<file path="src/rtl/wb_trace_pkg.sv">
`default_nettype none
// ============================================================================
// Module      : wb_trace_pkg
// Description : Shared defaults, entry layout and helpers for the writeback
//               trace capture FIFO.
// Revision    : 1.0 - initial release
// ============================================================================
package wb_trace_pkg;

    localparam int DATA_W_DEF = 32;
    localparam int DEPTH_DEF  = 16;
    localparam int TS_W_DEF   = 16;
    localparam int DROP_W_DEF = 8;

    // One stored entry is {timestamp, writeback value}
    localparam int ENTRY_W    = DATA_W_DEF + TS_W_DEF;
    localparam int DATA_LSB   = 0;
    localparam int DATA_MSB   = DATA_W_DEF - 1;
    localparam int TS_LSB     = DATA_W_DEF;
    localparam int TS_MSB     = ENTRY_W - 1;

    typedef struct packed {
        logic [TS_W_DEF-1:0]   ts;
        logic [DATA_W_DEF-1:0] data;
    } trace_entry_t;

    // Occupancy counter width: one extra bit so DEPTH itself is representable
    function automatic int count_w(input int depth);
        return $clog2(depth) + 1;
    endfunction

endpackage
`default_nettype wire

</file>
<file path="src/rtl/wb_trace_if.sv">
`default_nettype none
// ============================================================================
// Module      : wb_trace_if
// Description : Capture-side and drain-side signals of the writeback trace
//               FIFO. The slave modport is the FIFO; master is its user.
// Revision    : 1.0 - initial release
// ============================================================================
interface wb_trace_if
    import wb_trace_pkg::*;
#(
    parameter int DATA_W = DATA_W_DEF,
    parameter int DEPTH  = DEPTH_DEF,
    parameter int TS_W   = TS_W_DEF,
    parameter int DROP_W = DROP_W_DEF
);
    logic                     wb_valid;
    logic [DATA_W-1:0]        wb_data;
    logic                     clear;
    logic                     out_valid;
    logic                     out_ready;
    logic [DATA_W-1:0]        out_data;
    logic [TS_W-1:0]          out_ts;
    logic [$clog2(DEPTH):0]   count;
    logic                     overflow;
    logic [DROP_W-1:0]        drop_cnt;

    modport slave (
        input  wb_valid, wb_data, clear, out_ready,
        output out_valid, out_data, out_ts, count, overflow, drop_cnt
    );

    modport master (
        output wb_valid, wb_data, clear, out_ready,
        input  out_valid, out_data, out_ts, count, overflow, drop_cnt
    );

endinterface
`default_nettype wire

</file>
<file path="src/rtl/sync_fifo_fwft.sv">
`default_nettype none
// ============================================================================
// Module      : sync_fifo_fwft
// Description : First-word-fall-through synchronous FIFO with a registered
//               head output. Pointers carry one extra wrap bit.
// Revision    : 1.0 - initial release
// ============================================================================
module sync_fifo_fwft #(
    parameter int WIDTH = 48,
    parameter int DEPTH = 16
) (
    input  wire logic                       clk,
    input  wire logic                       reset,
    input  wire logic                       clear,
    input  wire logic                       push,
    input  wire logic                       pop,
    input  wire logic [WIDTH-1:0]           wdata,
    output logic      [WIDTH-1:0]           rdata,
    output logic      [$clog2(DEPTH):0]     count,
    output logic                            full,
    output logic                            empty
);
    localparam int c_aw = $clog2(DEPTH);

    logic [WIDTH-1:0] r_mem [DEPTH];
    logic [c_aw:0]    r_wr_ptr;
    logic [c_aw:0]    r_rd_ptr;
    logic [WIDTH-1:0] r_rdata;

    logic             w_pop_ok;
    logic             w_push_ok;
    logic             w_bypass;
    logic [c_aw:0]    w_rd_next;

    assign count     = r_wr_ptr - r_rd_ptr;
    assign empty     = (r_wr_ptr == r_rd_ptr);
    assign full      = (r_wr_ptr[c_aw] != r_rd_ptr[c_aw]) &&
                       (r_wr_ptr[c_aw-1:0] == r_rd_ptr[c_aw-1:0]);

    // Guard against misuse: never pop empty, never push full without a pop
    assign w_pop_ok  = pop && !empty;
    assign w_push_ok = push && (!full || w_pop_ok);
    assign w_rd_next = r_rd_ptr + {{c_aw{1'b0}}, w_pop_ok};

    // The incoming word becomes the new head when nothing else survives the pop
    assign w_bypass  = w_push_ok && (count == {{c_aw{1'b0}}, w_pop_ok});

    assign rdata     = r_rdata;

    // Storage array, written on push; contents need no reset
    always_ff @(posedge clk) begin
        if (w_push_ok && !clear) begin
            r_mem[r_wr_ptr[c_aw-1:0]] <= wdata;
        end
    end

    // Read/write pointers with flush
    always_ff @(posedge clk or negedge reset) begin
        if (!reset) begin
            r_wr_ptr <= '0;
            r_rd_ptr <= '0;
        end else if (clear) begin
            r_wr_ptr <= '0;
            r_rd_ptr <= '0;
        end else begin
            if (w_push_ok) begin
                r_wr_ptr <= r_wr_ptr + 1'b1;
            end
            r_rd_ptr <= w_rd_next;
        end
    end

    // Registered head: load the bypassed write or the next stored entry
    always_ff @(posedge clk or negedge reset) begin
        if (!reset) begin
            r_rdata <= '0;
        end else if (clear) begin
            r_rdata <= '0;
        end else if (w_bypass) begin
            r_rdata <= wdata;
        end else if (w_pop_ok) begin
            r_rdata <= r_mem[w_rd_next[c_aw-1:0]];
        end
    end

endmodule
`default_nettype wire

</file>
<file path="src/rtl/wb_trace_fifo.sv">
`default_nettype none
// ============================================================================
// Module      : wb_trace_fifo
// Description : Timestamps core writeback values and buffers them for a
//               valid/ready debug consumer. Drops are counted, never silent.
// Revision    : 1.0 - initial release
// ============================================================================
module wb_trace_fifo
    import wb_trace_pkg::*;
#(
    parameter int DATA_W = DATA_W_DEF,
    parameter int DEPTH  = DEPTH_DEF,
    parameter int TS_W   = TS_W_DEF,
    parameter int DROP_W = DROP_W_DEF
) (
    input  wire logic   clk,
    input  wire logic   reset,
    wb_trace_if.slave   bus
);
    localparam int c_entry_w = DATA_W + TS_W;

    logic [TS_W-1:0]      r_ts;
    logic                 r_overflow;
    logic [DROP_W-1:0]    r_drop_cnt;

    logic                 w_full;
    logic                 w_empty;
    logic                 w_push;
    logic                 w_pop;
    logic                 w_drop;
    logic [c_entry_w-1:0] w_wentry;
    logic [c_entry_w-1:0] w_rentry;

    // clear wins over everything; a capture during clear is neither kept nor dropped
    assign w_pop    = !w_empty && bus.out_ready && !bus.clear;
    assign w_push   = bus.wb_valid && (!w_full || w_pop) && !bus.clear;
    assign w_drop   = bus.wb_valid && w_full && !w_pop && !bus.clear;
    assign w_wentry = {r_ts, bus.wb_data};

    assign bus.out_valid = !w_empty;
    assign bus.out_data  = w_rentry[DATA_W-1:0];
    assign bus.out_ts    = w_rentry[c_entry_w-1:DATA_W];
    assign bus.overflow  = r_overflow;
    assign bus.drop_cnt  = r_drop_cnt;

    sync_fifo_fwft #(
        .WIDTH (c_entry_w),
        .DEPTH (DEPTH)
    ) u_fifo (
        .clk   (clk),
        .reset (reset),
        .clear (bus.clear),
        .push  (w_push),
        .pop   (w_pop),
        .wdata (w_wentry),
        .rdata (w_rentry),
        .count (bus.count),
        .full  (w_full),
        .empty (w_empty)
    );

    // Free-running timestamp, wraps naturally
    always_ff @(posedge clk or negedge reset) begin
        if (!reset) begin
            r_ts <= '0;
        end else if (bus.clear) begin
            r_ts <= '0;
        end else begin
            r_ts <= r_ts + 1'b1;
        end
    end

    // Sticky overflow flag and saturating drop counter
    always_ff @(posedge clk or negedge reset) begin
        if (!reset) begin
            r_overflow <= 1'b0;
            r_drop_cnt <= '0;
        end else if (bus.clear) begin
            r_overflow <= 1'b0;
            r_drop_cnt <= '0;
        end else if (w_drop) begin
            r_overflow <= 1'b1;
            if (r_drop_cnt != {DROP_W{1'b1}}) begin
                r_drop_cnt <= r_drop_cnt + 1'b1;
            end
        end
    end

endmodule
`default_nettype wire

</file>
<file path="src/flat_wrapper.sv">
// flat-port wrapper written by rule: the top's interface ports become plain ports
module wb_trace_fifo_flat import wb_trace_pkg::*;
#(
    parameter int DATA_W = DATA_W_DEF,
    parameter int DEPTH  = DEPTH_DEF,
    parameter int TS_W   = TS_W_DEF,
    parameter int DROP_W = DROP_W_DEF
)
  (clk, reset, bus_wb_valid, bus_wb_data, bus_clear, bus_out_ready, bus_out_valid, bus_out_data, bus_out_ts, bus_count, bus_overflow, bus_drop_cnt);
  wb_trace_if #(.DATA_W(DATA_W), .DEPTH(DEPTH), .TS_W(TS_W), .DROP_W(DROP_W)) bus_i ();
  input  wire logic clk;
  input  wire logic reset;
  input wire logic [$bits(bus_i.wb_valid)-1:0] bus_wb_valid;
  input wire logic [$bits(bus_i.wb_data)-1:0] bus_wb_data;
  input wire logic [$bits(bus_i.clear)-1:0] bus_clear;
  input wire logic [$bits(bus_i.out_ready)-1:0] bus_out_ready;
  output wire logic [$bits(bus_i.out_valid)-1:0] bus_out_valid;
  output wire logic [$bits(bus_i.out_data)-1:0] bus_out_data;
  output wire logic [$bits(bus_i.out_ts)-1:0] bus_out_ts;
  output wire logic [$bits(bus_i.count)-1:0] bus_count;
  output wire logic [$bits(bus_i.overflow)-1:0] bus_overflow;
  output wire logic [$bits(bus_i.drop_cnt)-1:0] bus_drop_cnt;
  assign bus_i.wb_valid = bus_wb_valid;
  assign bus_i.wb_data = bus_wb_data;
  assign bus_i.clear = bus_clear;
  assign bus_i.out_ready = bus_out_ready;
  assign bus_out_valid = bus_i.out_valid;
  assign bus_out_data = bus_i.out_data;
  assign bus_out_ts = bus_i.out_ts;
  assign bus_count = bus_i.count;
  assign bus_overflow = bus_i.overflow;
  assign bus_drop_cnt = bus_i.drop_cnt;
  wb_trace_fifo #(.DATA_W(DATA_W), .DEPTH(DEPTH), .TS_W(TS_W), .DROP_W(DROP_W)) u_core (.clk(clk), .reset(reset), .bus(bus_i));
endmodule
</file>
<file path="config.mk">
export PLATFORM = sky130hd
export DESIGN_NAME = wb_trace_fifo_flat
export DESIGN_NICKNAME = d
export VERILOG_FILES = /design/src/rtl/wb_trace_pkg.sv /design/src/rtl/wb_trace_if.sv /design/src/rtl/sync_fifo_fwft.sv /design/src/rtl/wb_trace_fifo.sv /design/src/flat_wrapper.sv
export SDC_FILE = /design/constraint.sdc
export NUM_CORES = 1
export LEC_CHECK = 0
export CAP_MARGIN = 20
export CELL_PAD_IN_SITES_DETAIL_PLACEMENT = 0
export CELL_PAD_IN_SITES_GLOBAL_PLACEMENT = 1
export CORE_ASPECT_RATIO = 1.2
export CORE_UTILIZATION = 50
export DETAILED_ROUTE_END_ITERATION = 7
export PLACE_DENSITY_LB_ADDON = 0.05
export SETUP_SLACK_MARGIN = 0.1
export SLEW_MARGIN = 20
export SYNTH_ARGS = -nofsm -noshare
export SYNTH_HDL_FRONTEND = slang
export SYNTH_SLANG_ARGS = --single-unit
</file>
<file path="constraint.sdc">
create_clock -name clk -period 8.1 [get_ports clk]
set_clock_uncertainty 0.2 [all_clocks]
set_input_delay 1.215 -clock clk [delete_from_list [all_inputs] [get_ports clk]]
set_output_delay 1.215 -clock clk [all_outputs]
set_load 0.01 [all_outputs]
</file>
After elaboration in Yosys (flattened, before gate mapping). Memory sizes are Yosys's and may differ from the RTL's. Cells that the tools add are included.

Input bits: 37. RAM bits: 768. Bits in registers: 83. Logic and storage cells: 54. Memories kept: 1. Output and inout bits: 63.

Memory list: u_core.u_fifo.r_mem (depth 16, bits a word 48, read ports 1, clocked after Yosys merged registers in 0, wr ports 1, line sync_fifo_fwft.sv:25) `logic [WIDTH-1:0] r_mem [DEPTH];`.

Add/subtract/negate cells: 5. Equal/unequal tests: 5. Reductions and logical operators: 23. Mux-type cells: 14.

Operator list (count): 48-bit two-way mux (3); 8-bit two-way mux (3); 16-bit by 1-bit adder with 16-bit output (second input constant) (1); 16-bit two-way mux (1); 5-bit two-way mux (3); 1-bit logical AND (12); 8-bit by 1-bit adder with 8-bit output (second input constant) (1); 8-bit != test (second input constant) (1); 2-bit nonzero test (3); 5-bit by 1-bit adder with 5-bit output (1); 5-bit by 1-bit adder with 5-bit output (second input constant) (1); 5-bit by 1-bit equality test with 1-bit output (1); 5-bit equality test (1); 5-bit subtractor (1); 4-bit equality test (1); 1-bit logical NOT (4); 1-bit two-way mux (4); 3-bit nonzero test (1); 1-bit logical OR (2); 2-bit AND reduction (1); 1-bit != test (1).

Depth between registers and ports, before layout. Gate-level depths: netlist (run 1).

Depth in word-level cells: 11. Mapped depth: 18. Gate-level depth less buffers: 13.

Modules after synthesis. Synthesis (run 1) repeated with hierarchy kept, for this count alone.

Cells, all modules: 2403. Area total of the unflattened synthesis: 33525.9 µm².

Modules (own cells, without submodules): sync_fifo_fwft (cells each 2275, sequential area each 24513.5 µm², area each 32244.7 µm², instances 1); wb_trace_fifo (cells each 128, sequential area each 625.6 µm², area each 1281.2 µm², instances 1).

Worst setup path after synthesis (run 1). OpenSTA, ideal clock, no wires.

Path type: input-to-reg. Start: in bus_out_ready. End: mem u_core.u_fifo.r_mem[0][0], enable pin. Required time: 7.387 ns. Stages: 5. Slack: 2.116 ns. Data arrival time: 5.271 ns. Cells stage by stage: nor2_1 -> a21boi_1 -> nor2b_1 -> nand2_1 -> nor3_1.

Word-level cells in the longest chain between the ends: 9. Elaborated cells on any way between the ends: 11. Those cells by class: mux (2); reduce/logical (9).

RTL lines: from (decl) (line flat_wrapper.sv:16) `input wire logic [$bits(bus_i.out_ready)-1:0] bus_out_ready;`; 1-bit logical AND (*) (2 in a row) (line wb_trace_fifo.sv:35) `assign w_pop = !w_empty && bus.out_ready && !bus.clear;`; 1-bit logical OR (line wb_trace_fifo.sv:36) `assign w_push = bus.wb_valid && (!w_full || w_pop) && !bus.clear;`; 1-bit logical AND (2 in a row) (line wb_trace_fifo.sv:36); 1-bit logical AND (*) (line sync_fifo_fwft.sv:42) `assign w_push_ok = push && (!full || w_pop_ok);`; 1-bit logical AND (*) (line sync_fifo_fwft.sv:52) `if (w_push_ok && !clear) begin`; 1-bit two-way mux (*) (line sync_fifo_fwft.sv:52); 1-bit two-way mux (not written as such) (*) (line sync_fifo_fwft.sv:53) `r_mem[r_wr_ptr[c_aw-1:0]] <= wdata;`; to (decl) (line sync_fifo_fwft.sv:25).

Mark *: on every way between the ends. The rest lies on a longest branch, timed or not.

Final worst setup path (run 1).
Start: reg u_core.u_fifo.r_rd_ptr[0]. End: reg u_core.u_fifo.r_rdata[18], in the netlist u_core.u_fifo.rdata[18].

Word-level cells in the longest chain between the ends: 11. Elaborated cells on any way between the ends: 22. Those cells by class: add/sub (2); eq/ne (3); mux (3); reduce/logical (13); memory (1).

RTL lines: from (decl) (line sync_fifo_fwft.sv:27) `logic [c_aw:0] r_rd_ptr;`; from (signal assigned) (line sync_fifo_fwft.sv:69) `r_rd_ptr <= w_rd_next;`; branches (longest 11 deep; another with memory read 16 x 48 bit); to (signal assigned) (line sync_fifo_fwft.sv:80) `r_rdata <= wdata;`; to (signal assigned) (line sync_fifo_fwft.sv:82) `r_rdata <= r_mem[w_rd_next[c_aw-1:0]];`; to (decl) (line sync_fifo_fwft.sv:28) `logic [WIDTH-1:0] r_rdata;`.

Parallel ways; which one is timed is not known. The select of a mux whose other input is x is not followed. A chain may end at the register's enable or synchronous reset.

==> results of run 1 <==
## layout make-up
cell class / instances / area (µm²)
clock inverter: 29 / 349
tap: 901 / 1130
timing repair buffer: 152 / 1520
clock buffer: 128 / 2440
fill: 5393 / 28100
inverter: 9 / 33.8
multi-input combinational: 1330 / 8670
sequential: 851 / 25100
## path summary, 6_finish.rpt
check,from,end,depth (start not counted)
max in group asynchronous,reset,u_core.u_fifo.rdata[20],2
min in group asynchronous,reset,u_core.bus.drop_cnt[0],1
worst min register to register,u_core.u_fifo.rdata[22],u_core.u_fifo.rdata[22],2
worst max-delay path,u_core.u_fifo.r_rd_ptr[0],u_core.u_fifo.rdata[18],11
worst max register to register,u_core.u_fifo.r_rd_ptr[0],u_core.u_fifo.rdata[18],11
worst min-delay path,u_core.u_fifo.rdata[22],u_core.u_fifo.rdata[22],2
## through the flow
step                      power (W)  std cells
final                        0.0105       3400
after global routing         0.0108       3400
after CTS                    0.0105       3399
after detailed placement    0.00661       3242
after global placement      0.00657       3237
after floorplan             0.00595       2342
## worst max-delay path, stage by stage, from the launching register on
cell       delay [ps]
dfrtp_1           360
buf_4             240
ha_1              260
fa_1              400
xnor2_1           160
nor4b_1           620
o2111ai_4         680
buf_4             550
nand2b_2          720
buf_4             520
nor4_1            130
o31ai_1           260
## sequential cells by signal, indices dropped and copies added (netlist names)
name and flops:
u_core.u_fifo.r_mem 768, u_core.u_fifo.rdata 48, u_core.r_ts 16, u_core.bus.drop_cnt 8, u_core.u_fifo.r_rd_ptr 5, u_core.u_fifo.r_wr_ptr 5
u_core.bus.overflow 1
## routing by layer
| metal | share of wire | global-route usage | vias to the layer above |
|---|---|---|---|
| li1 | - | - | 9227 |
| met1 | 0.41 | 0.367 | 10805 |
| met2 | 0.50 | 0.467 | 767 |
| met3 | 0.058 | 0.0308 | 162 |
| met4 | 0.028 | 0.0891 | 0 |
| met5 | 0 | 0 | - |
## cell families (layout without fill, tap and decap cells)
kind of cell / Yosys count / after routing / share of synthesized area
AOI/OAI and AO/OA: 496 / 496 / 0.0968
xor gates and xnor gates: 30 / 30 / 0.00811
adders and majority gates: 12 / 12 / 0.00460
buffers and inverters: 161 / 318 / 0.0206
DFF: 851 / 851 / 0.734
muxes: 195 / 195 / 0.0586
and+or+nand+nor: 597 / 597 / 0.0775
## cell usage after synthesis, drive strengths merged, types with 5 or more instances
| library cell | count | area (µm²) |
|---|---|---|
| edfxtp | 768 | 23100 |
| nand2 | 373 | 1400 |
| mux2i | 155 | 1560 |
| a21oi | 145 | 726 |
| nor4 | 87 | 544 |
| clkbuf | 85 | 319 |
| dfrtp | 83 | 2080 |
| o21ai | 77 | 385 |
| buf | 67 | 352 |
| nor2 | 55 | 209 |
| o31ai | 48 | 360 |
| a22oi | 47 | 353 |
| o22ai | 42 | 263 |
| a32o | 40 | 400 |
| mux2 | 40 | 450 |
| o211ai | 40 | 300 |
| nand3 | 23 | 115 |
| o2bb2ai | 20 | 175 |
| xor2 | 16 | 148 |
| xnor2 | 14 | 130 |
| a221o | 12 | 120 |
| ha | 11 | 138 |
| and3 | 10 | 62.6 |
| nand4 | 10 | 62.6 |
| inv | 9 | 33.8 |
| a211oi | 8 | 60.1 |
| nand2b | 8 | 50.1 |
| or3 | 8 | 50.1 |
| a2111o | 7 | 78.8 |
| nor3b | 7 | 63.8 |
| nor3 | 6 | 30.0 |
| nor2b | 5 | 31.3 |
## power breakdown
| group | switching [W] | total (W) | internal (W) |
|---|---|---|---|
| Clock | 0.00163 | 0.00394 | 0.00231 |
| Sequential | 0.0000951 | 0.00498 | 0.00489 |
| Combinational | 0.000938 | 0.00154 | 0.000601 |
==> results.py, run 1 <==
metrics = {
    "placement": {
        "gp_congestion": 0.768,
        "io_buffers": 99,
        "post-dp-hpwl_um": 49800,
        "dpl_cell_area_mm2": 0.0365,
        "place_ws_ps": 2430,
    },
    "timing": {
        "grt_setup_unrepaired": "no",
        "final.min_clock_period_ps": 5260,
        "timing.hold.ws_ps": 285,
        "hold_violations": 0,
        "maxSlewViolCount": 0,
        "post-route-worst-setup-slack_ps": 2840,
        "setup-violations-final": 0,
        "period_share": 0.650,
        "worst_slew_margin_rel": 0.243,
        "tightest_slew_ps": 1130,
        "totalNegativeSetupSlack_ps": 0,
        "max_freq_mhz": 190,
    },
    "synth": {
        "ys.flop_type": "edfxtp_1",
        "synth_edf_count": 768,
        "synth_area_per_cell_um2": 14.6,
        "ys_types": 54,
        "ys_ff_latch": 851,
        "synth_nets": 2391,
        "syn_area_mm2": 0.0343,
        "ys_warn_count": 0,
        "synthArstFlopShare": 0.0975,
        "yosysSeqAreaShare": 0.734,
        "synth_cells": 2342,
    },
    "clock_tree": {
        "clock-sinks": 851,
        "postCtsSetupRepairBufs": 0,
        "clk_latency_ps": 640,
        "clk_pin_slew_ps": 60,
        "clock_path_buffers": 3,
        "root_buffer": "clkbuf_16",
        "hold_buffers": 0,
        "numCtsBuffers": 84,
        "cts_max_level": 3,
        "postCtsResizedCells": 0,
        "cts_tree": "yes",
    },
    "detailed_routing": {
        "drt_wl_total_um": 93500,
        "drt_iter0_markers": 1961,
        "wl_per_cell_um": 27.5,
        "drt_first_pass_iters": 5,
        "drc": 0,
        "postRouteAntennaNets": 0,
        "vias": 20961,
        "viasPerCell": 6.17,
    },
    "global_routing": {
        "grt_pass1_vias": 21203,
        "grt_max_degree": 94,
        "grt_pass1_wl_um": 138000,
        "antenna_found_initial": 0,
        "grt_usage": 0.274,
        "overflow": 0,
    },
    "critical_path": {
        "cp_max_fo": 27,
        "crit_type": "reg -> reg",
        "start_kind": "register",
        "cp_data_required_time_ps": 8420,
        "critical_path_arrival_ps": 5580,
        "rrSetupSlack_ps": 2840,
        "setup.worst_path.end_class": "register",
    },
    "floorplanning": {
        "rows": 104,
        "die_w_um": 241,
        "core_area_mm2": 0.0674,
        "start_util": 0.508,
        "ioPinCount": 100,
        "dieArea_mm2": 0.0696,
        "die_height_um": 289,
    },
    "layout": {
        "final_core_util": 0.583,
        "nets": 2477,
        "antenna_cells": 0,
        "area_growth_pct": 14.7,
        "mostFrequentLayoutCell": "edfxtp_1",
        "stdcell_area_mm2": 0.0393,
        "most-common-layout-cells": "edfxtp_1 (768), nand2_1 (370), mux2i_1 (154), a21oi_1 (145), clkdlybuf4s50_1 (97)",
        "drive_above_1_share": 0.104,
    },
    "min_path": {
        "hp-class": "reg -> reg",
    },
    "pwr": {
        "irDropWorstVdd_mv": 0.185,
        "p_per_area_mw_per_mm2": 266,
        "leakagePower_nw": 12.8,
    },
    "job": {
        "drv_cap": 0,
    },
    "status": {
        "outcome": "complete, no violations",
    },
}
(Power assumes the default switching activity.)
==> run 2, diff against run 1 <==
Clock period 8.1 ns to 4.95 ns, I/O delays scaled along.
==> run 2 against run 1 <==
Maximum frequency increased by 14%. First-iteration DRC count is 0.56% lower. Critical path depth increased by 1. Final cell count rose by 0.24%. Sequential share of layout area shrank 0.32 points. Clock power increased by 57%. Critical path type unchanged. Largest cell class unchanged. Largest power group unchanged.
==> results.py, run 2 (synthesis results as in run 1) <==
metrics = {
    "layout": {
        "mostFrequentLayoutCell": "edfxtp_1",
        "drive_above_1_share": 0.106,
        "nFillCells": 5348,
        "nets": 2488,
        "antenna_cells": 0,
        "area_growth_pct": 15.3,
        "most-common-layout-cells": "edfxtp_1 (768), nand2_1 (370), mux2i_1 (154), a21oi_1 (145), clkdlybuf4s50_1 (97)",
        "largest_register_ffs": 768,
    },
    "pwr": {
        "leakagePower_nw": 12.8,
        "irDropWorstVdd_mv": 0.268,
        "power_w": 0.0169,
        "p_per_area_mw_per_mm2": 428,
    },
    "global_routing": {
        "overflow": 0,
        "antenna_found_initial": 1,
        "grt_pass1_vias": 21196,
        "grt_usage": 0.270,
        "grt_pass1_wl_um": 137000,
        "grt_max_degree": 83,
    },
    "floorplanning": {
        "die_height_um": 289,
        "start_util": 0.508,
        "rows": 104,
        "dieArea_mm2": 0.0696,
        "core_area_mm2": 0.0674,
        "ioPinCount": 100,
        "die_w_um": 241,
    },
    "detailed_routing": {
        "drt_wl_total_um": 92700,
        "drc": 0,
        "viasPerCell": 6.17,
        "wl_per_cell_um": 27.2,
        "drt_first_pass_iters": 5,
        "postRouteAntennaNets": 0,
        "vias": 21040,
        "drt_iter0_markers": 1950,
    },
    "placement": {
        "post-dp-hpwl_um": 48100,
        "io_buffers": 99,
        "gp_congestion": 0.800,
    },
    "min_path": {
        "hp-class": "in -> async",
    },
    "timing": {
        "setup-violations-final": 0,
        "max_freq_mhz": 217,
        "worst_slew_margin_rel": 0.333,
        "timing.hold.ws_ps": 89.3,
        "hold_violations": 0,
        "grt_setup_unrepaired": "no",
        "period_share": 0.931,
        "tightest_slew_ps": 1000,
        "maxSlewViolCount": 0,
        "final.min_clock_period_ps": 4610,
    },
    "critical_path": {
        "reg2reg_to": "u_core.u_fifo.rdata[4]",
        "cp_max_fo": 32,
        "rrSetupSlack_ps": 340,
        "rr_startpoint": "u_core.u_fifo.r_rd_ptr[2]",
        "start_kind": "register",
        "setup.worst_path.end_class": "register",
        "r2r_cells": 12,
        "crit_type": "reg -> reg",
        "cp_data_required_time_ps": 5210,
        "critical_path_arrival_ps": 4870,
    },
    "clock_tree": {
        "clk_latency_ps": 620,
        "cts_max_level": 3,
        "clock_path_buffers": 3,
        "postCtsSetupRepairBufs": 0,
        "clk_pin_slew_ps": 60,
        "cts_tree": "yes",
        "clock-sinks": 851,
        "numCtsBuffers": 83,
        "postCtsResizedCells": 0,
        "hold_buffers": 0,
        "root_buffer": "clkbuf_16",
    },
    "job": {
        "drv_cap": 0,
    },
    "status": {
        "outcome": "complete, no violations",
    },
}
==> run 2: changes by cell type in the layout (fill, tap and decap cells not counted), moves of 2 or more <==
cell and change:
buf_12 +23, clkinv_1 +9, buf_4 -7, clkinv_2 -5, clkbuf_1 -4, bufinv_16 -3, buf_16 -2, buf_8 -2
clkinv_4 +2, nor3_2 -2, nor3_4 +2
==> run 2: how the worst max path moves through the flow <==
stage                              start                        end  slack, ps  cells past startpoint
3_3_place_gp               bus_out_ready    u_core.u_fifo.rdata[26]        400                     11
3_5_place_dp               bus_out_ready     u_core.u_fifo.rdata[4]        330                     13
4_1_cts        u_core.u_fifo.r_rd_ptr[2]     u_core.u_fifo.rdata[4]        340                     12
2_1_floorplan  u_core.u_fifo.r_rd_ptr[2]  u_core.u_fifo.r_mem[1][0]       -810                      8
6_report       u_core.u_fifo.r_rd_ptr[2]     u_core.u_fifo.rdata[4]        340                     12
5_1_grt        u_core.u_fifo.r_rd_ptr[2]     u_core.u_fifo.rdata[4]        240                     14
==> run 2: worst max-delay path, cell delays in order, from the launching register on <==
cell and delay (ps):
dfrtp_1 610, inv_1 90, ha_1 380, nand4_1 270, o21a_4 300, and2_1 200
ha_4 360, buf_4 380, or3_2 380, buf_12 290, o211ai_1 140, nor4_1 670
o31ai_1 160
==> run 2: metrics by stage <==
step                setup TNS (ps)   util  std cells  cell area [µm²]  setup slack, ps
finish                           0  0.586       3408            39500              340
global route                     0  0.586       3408            39500              241
CTS                              0  0.586       3408            39500              344
detailed placement               0  0.546       3255            36800              330
global placement                 0  0.546       3255            36800              399
floorplan                   -77580      -       2342            34300             -808
==> run 2: power by group <==
group	leakage (nW)	internal (W)	switching, W
Combinational	3.39	0.00101	0.00152
Clock	1.29	0.00356	0.00262
Sequential	8.11	0.00799	0.000180
Total	12.8	0.0126	0.00432
==> run 2: cell type report <==
class	instances	area, µm²	area share
sequential	851	25100	0.637
inverter	9	33.8	0.000856
clock buffer	122	2390	0.0604
timing repair buffer	164	1850	0.0468
clock inverter	31	269	0.00681
tap	901	1130	0.0286
multi-input combinational	1330	8680	0.220
==> run 2: metal layers <==
layer	vias up	track usage	share of wire
met1	10813	0.349	0.40
met3	152	0.0428	0.063
met5	-	0	0
met2	811	0.463	0.51
met4	0	0.0902	0.028
li1	9264	-	-
==> run 3, diff against run 2 <==
Settings changed: SLEW_MARGIN 20 to 10.
Clock period 4.95 ns to 5.9 ns, I/O delays scaled along.
==> run 3 against run 2 <==
Setup slack gained 580 ps. Global-route usage grew 0.47 points. Sequential power shrank 16%. Utilization shrank 0.29 points. Total power shrank 16%. Final cell count is essentially flat. Sequential cell count is the same. Combinational power shrank 17%. Critical endpoint is now u_core.u_fifo.rdata[17].
==> results.py, run 3 (synthesis results as in run 1) <==
metrics = {
    "status": {
        "outcome": "complete, no violations",
    },
    "critical_path": {
        "start_kind": "register",
        "cp_data_required_time_ps": 6240,
        "critical_path_arrival_ps": 5320,
        "cp_max_fo": 27,
        "rr_startpoint": "u_core.u_fifo.r_rd_ptr[2]",
        "crit_start": "u_core.u_fifo.r_rd_ptr[2]",
        "crit_type": "reg -> reg",
        "setup.worst_path.end_class": "register",
    },
    "layout": {
        "area_growth_pct": 14.7,
        "final_core_util": 0.583,
        "drive_above_1_share": 0.104,
        "stdcell_area_mm2": 0.0393,
        "final_cells": 3407,
        "nets": 2485,
        "mostFrequentLayoutCell": "edfxtp_1",
        "most-common-layout-cells": "edfxtp_1 (768), nand2_1 (370), mux2i_1 (154), a21oi_1 (145), clkdlybuf4s50_1 (97)",
        "largest_register_ffs": 768,
    },
    "timing": {
        "hold_violations": 0,
        "period_share": 0.845,
        "final.min_clock_period_ps": 4980,
        "tightest_slew_ps": 1130,
        "maxSlewViolCount": 0,
        "max_freq_mhz": 201,
        "worst_slew_margin_rel": 0.244,
        "grt_setup_unrepaired": "no",
        "totalNegativeSetupSlack_ps": 0,
        "setup-violations-final": 0,
    },
    "placement": {
        "io_buffers": 99,
        "post-dp-hpwl_um": 49300,
        "place_inst": 3251,
        "dpl_cell_area_mm2": 0.0366,
        "gp_congestion": 0.813,
    },
    "floorplanning": {
        "ioPinCount": 100,
        "die_height_um": 289,
        "die_w_um": 241,
        "start_util": 0.508,
        "core_area_mm2": 0.0674,
        "dieArea_mm2": 0.0696,
        "rows": 104,
    },
    "global_routing": {
        "grt_usage": 0.274,
        "antenna_found_initial": 1,
        "grt_max_degree": 82,
        "grt_pass1_wl_um": 138000,
        "overflow": 0,
        "grt_pass1_vias": 21194,
    },
    "pwr": {
        "clockPowerShare": 0.372,
        "leakagePower_nw": 12.8,
        "p_per_area_mw_per_mm2": 363,
        "combPwrFrac": 0.148,
        "irDropWorstVdd_mv": 0.254,
        "power_w": 0.0143,
        "switchingPower_w": 0.00367,
        "seqPwrFrac": 0.481,
        "switching_share": 0.257,
        "intPower_w": 0.0106,
    },
    "clock_tree": {
        "cts_max_level": 3,
        "clock_path_buffers": 3,
        "postCtsSetupRepairBufs": 0,
        "cts_tree": "yes",
        "clk_pin_slew_ps": 60,
        "clock-sinks": 851,
        "root_buffer": "clkbuf_16",
        "clk_latency_ps": 620,
        "numCtsBuffers": 84,
        "hold_buffers": 0,
        "postCtsResizedCells": 0,
    },
    "detailed_routing": {
        "wl_per_cell_um": 27.5,
        "drc": 0,
        "met3_length_um": 5680,
        "drt_first_pass_iters": 5,
        "vias": 20988,
        "viasPerCell": 6.16,
        "postRouteAntennaNets": 0,
        "top_layer": "met4",
        "met2WireLength_um": 49300,
        "wl_met1_um": 36400,
        "drt_wl_total_um": 93800,
        "drt_iter0_markers": 1807,
    },
    "min_path": {
        "hp-class": "in -> async",
    },
    "job": {
        "drv_cap": 0,
    },
}
-- run 3: through the flow --
| stage | hold WS, ps | setup WS (ps) |
|---|---|---|
| after floorplan | 317 | 140 |
| after CTS | 22.1 | 950 |
| after detailed placement | 284 | 596 |
| final | 20.0 | 917 |
| after global placement | 278 | 650 |
| after global routing | 40.2 | 667 |
-- run 3: path summary, 6_finish.rpt --
path,end,slack [ps],cells past startpoint
min,u_core.bus.drop_cnt[0],20,1
max reg2reg,u_core.u_fifo.rdata[17],920,15
min reg2reg,u_core.u_fifo.rdata[27],300,2
max in group asynchronous,u_core.u_fifo.rdata[20],4080,2
min in group clk,u_core.u_fifo.rdata[27],300,2
max,u_core.u_fifo.rdata[17],920,15
-- run 3: critical path: stages (launching register included) --
cell and delay (ps):
dfrtp_1 550, inv_1 90, ha_1 390, nand4_1 250
o21a_4 270, and2_1 180, ha_4 190, xor2_4 720
buf_4 470, nand3b_1 190, mux2i_4 300, buf_4 480
nand2_1 110, o211ai_1 100, nor4_1 80, o31ai_1 270
-- run 3: power groups by stage --
| stage | combinational [W] | clock (W) | sequential (W) |
|---|---|---|---|
| CTS | 0.00213 | 0.00538 | 0.00685 |
| global placement | 0.00208 | 0 | 0.00698 |
| finish | 0.00211 | 0.00530 | 0.00685 |
| detailed placement | 0.00212 | 0 | 0.00698 |
| floorplan | 0.00120 | 0 | 0.00696 |
| global route | 0.00227 | 0.00560 | 0.00686 |
-- run 3: routing by layer --
metal	vias up	global-route usage
met3	168	0.0340
li1	9261	-
met4	0	0.0908
met1	10784	0.346
met5	-	0
met2	775	0.489
-- run 3: area by class of cell --
cell class / count / area, µm²
diodes: 1 / 2.50
multi-input cells: 1330 / 8670
flip-flops and latches: 851 / 25100
clock buffers: 116 / 2350
fillers: 5378 / 28100
clock inverters: 39 / 372
repair buffers: 160 / 1600
inverters: 9 / 33.8
well taps: 901 / 1130
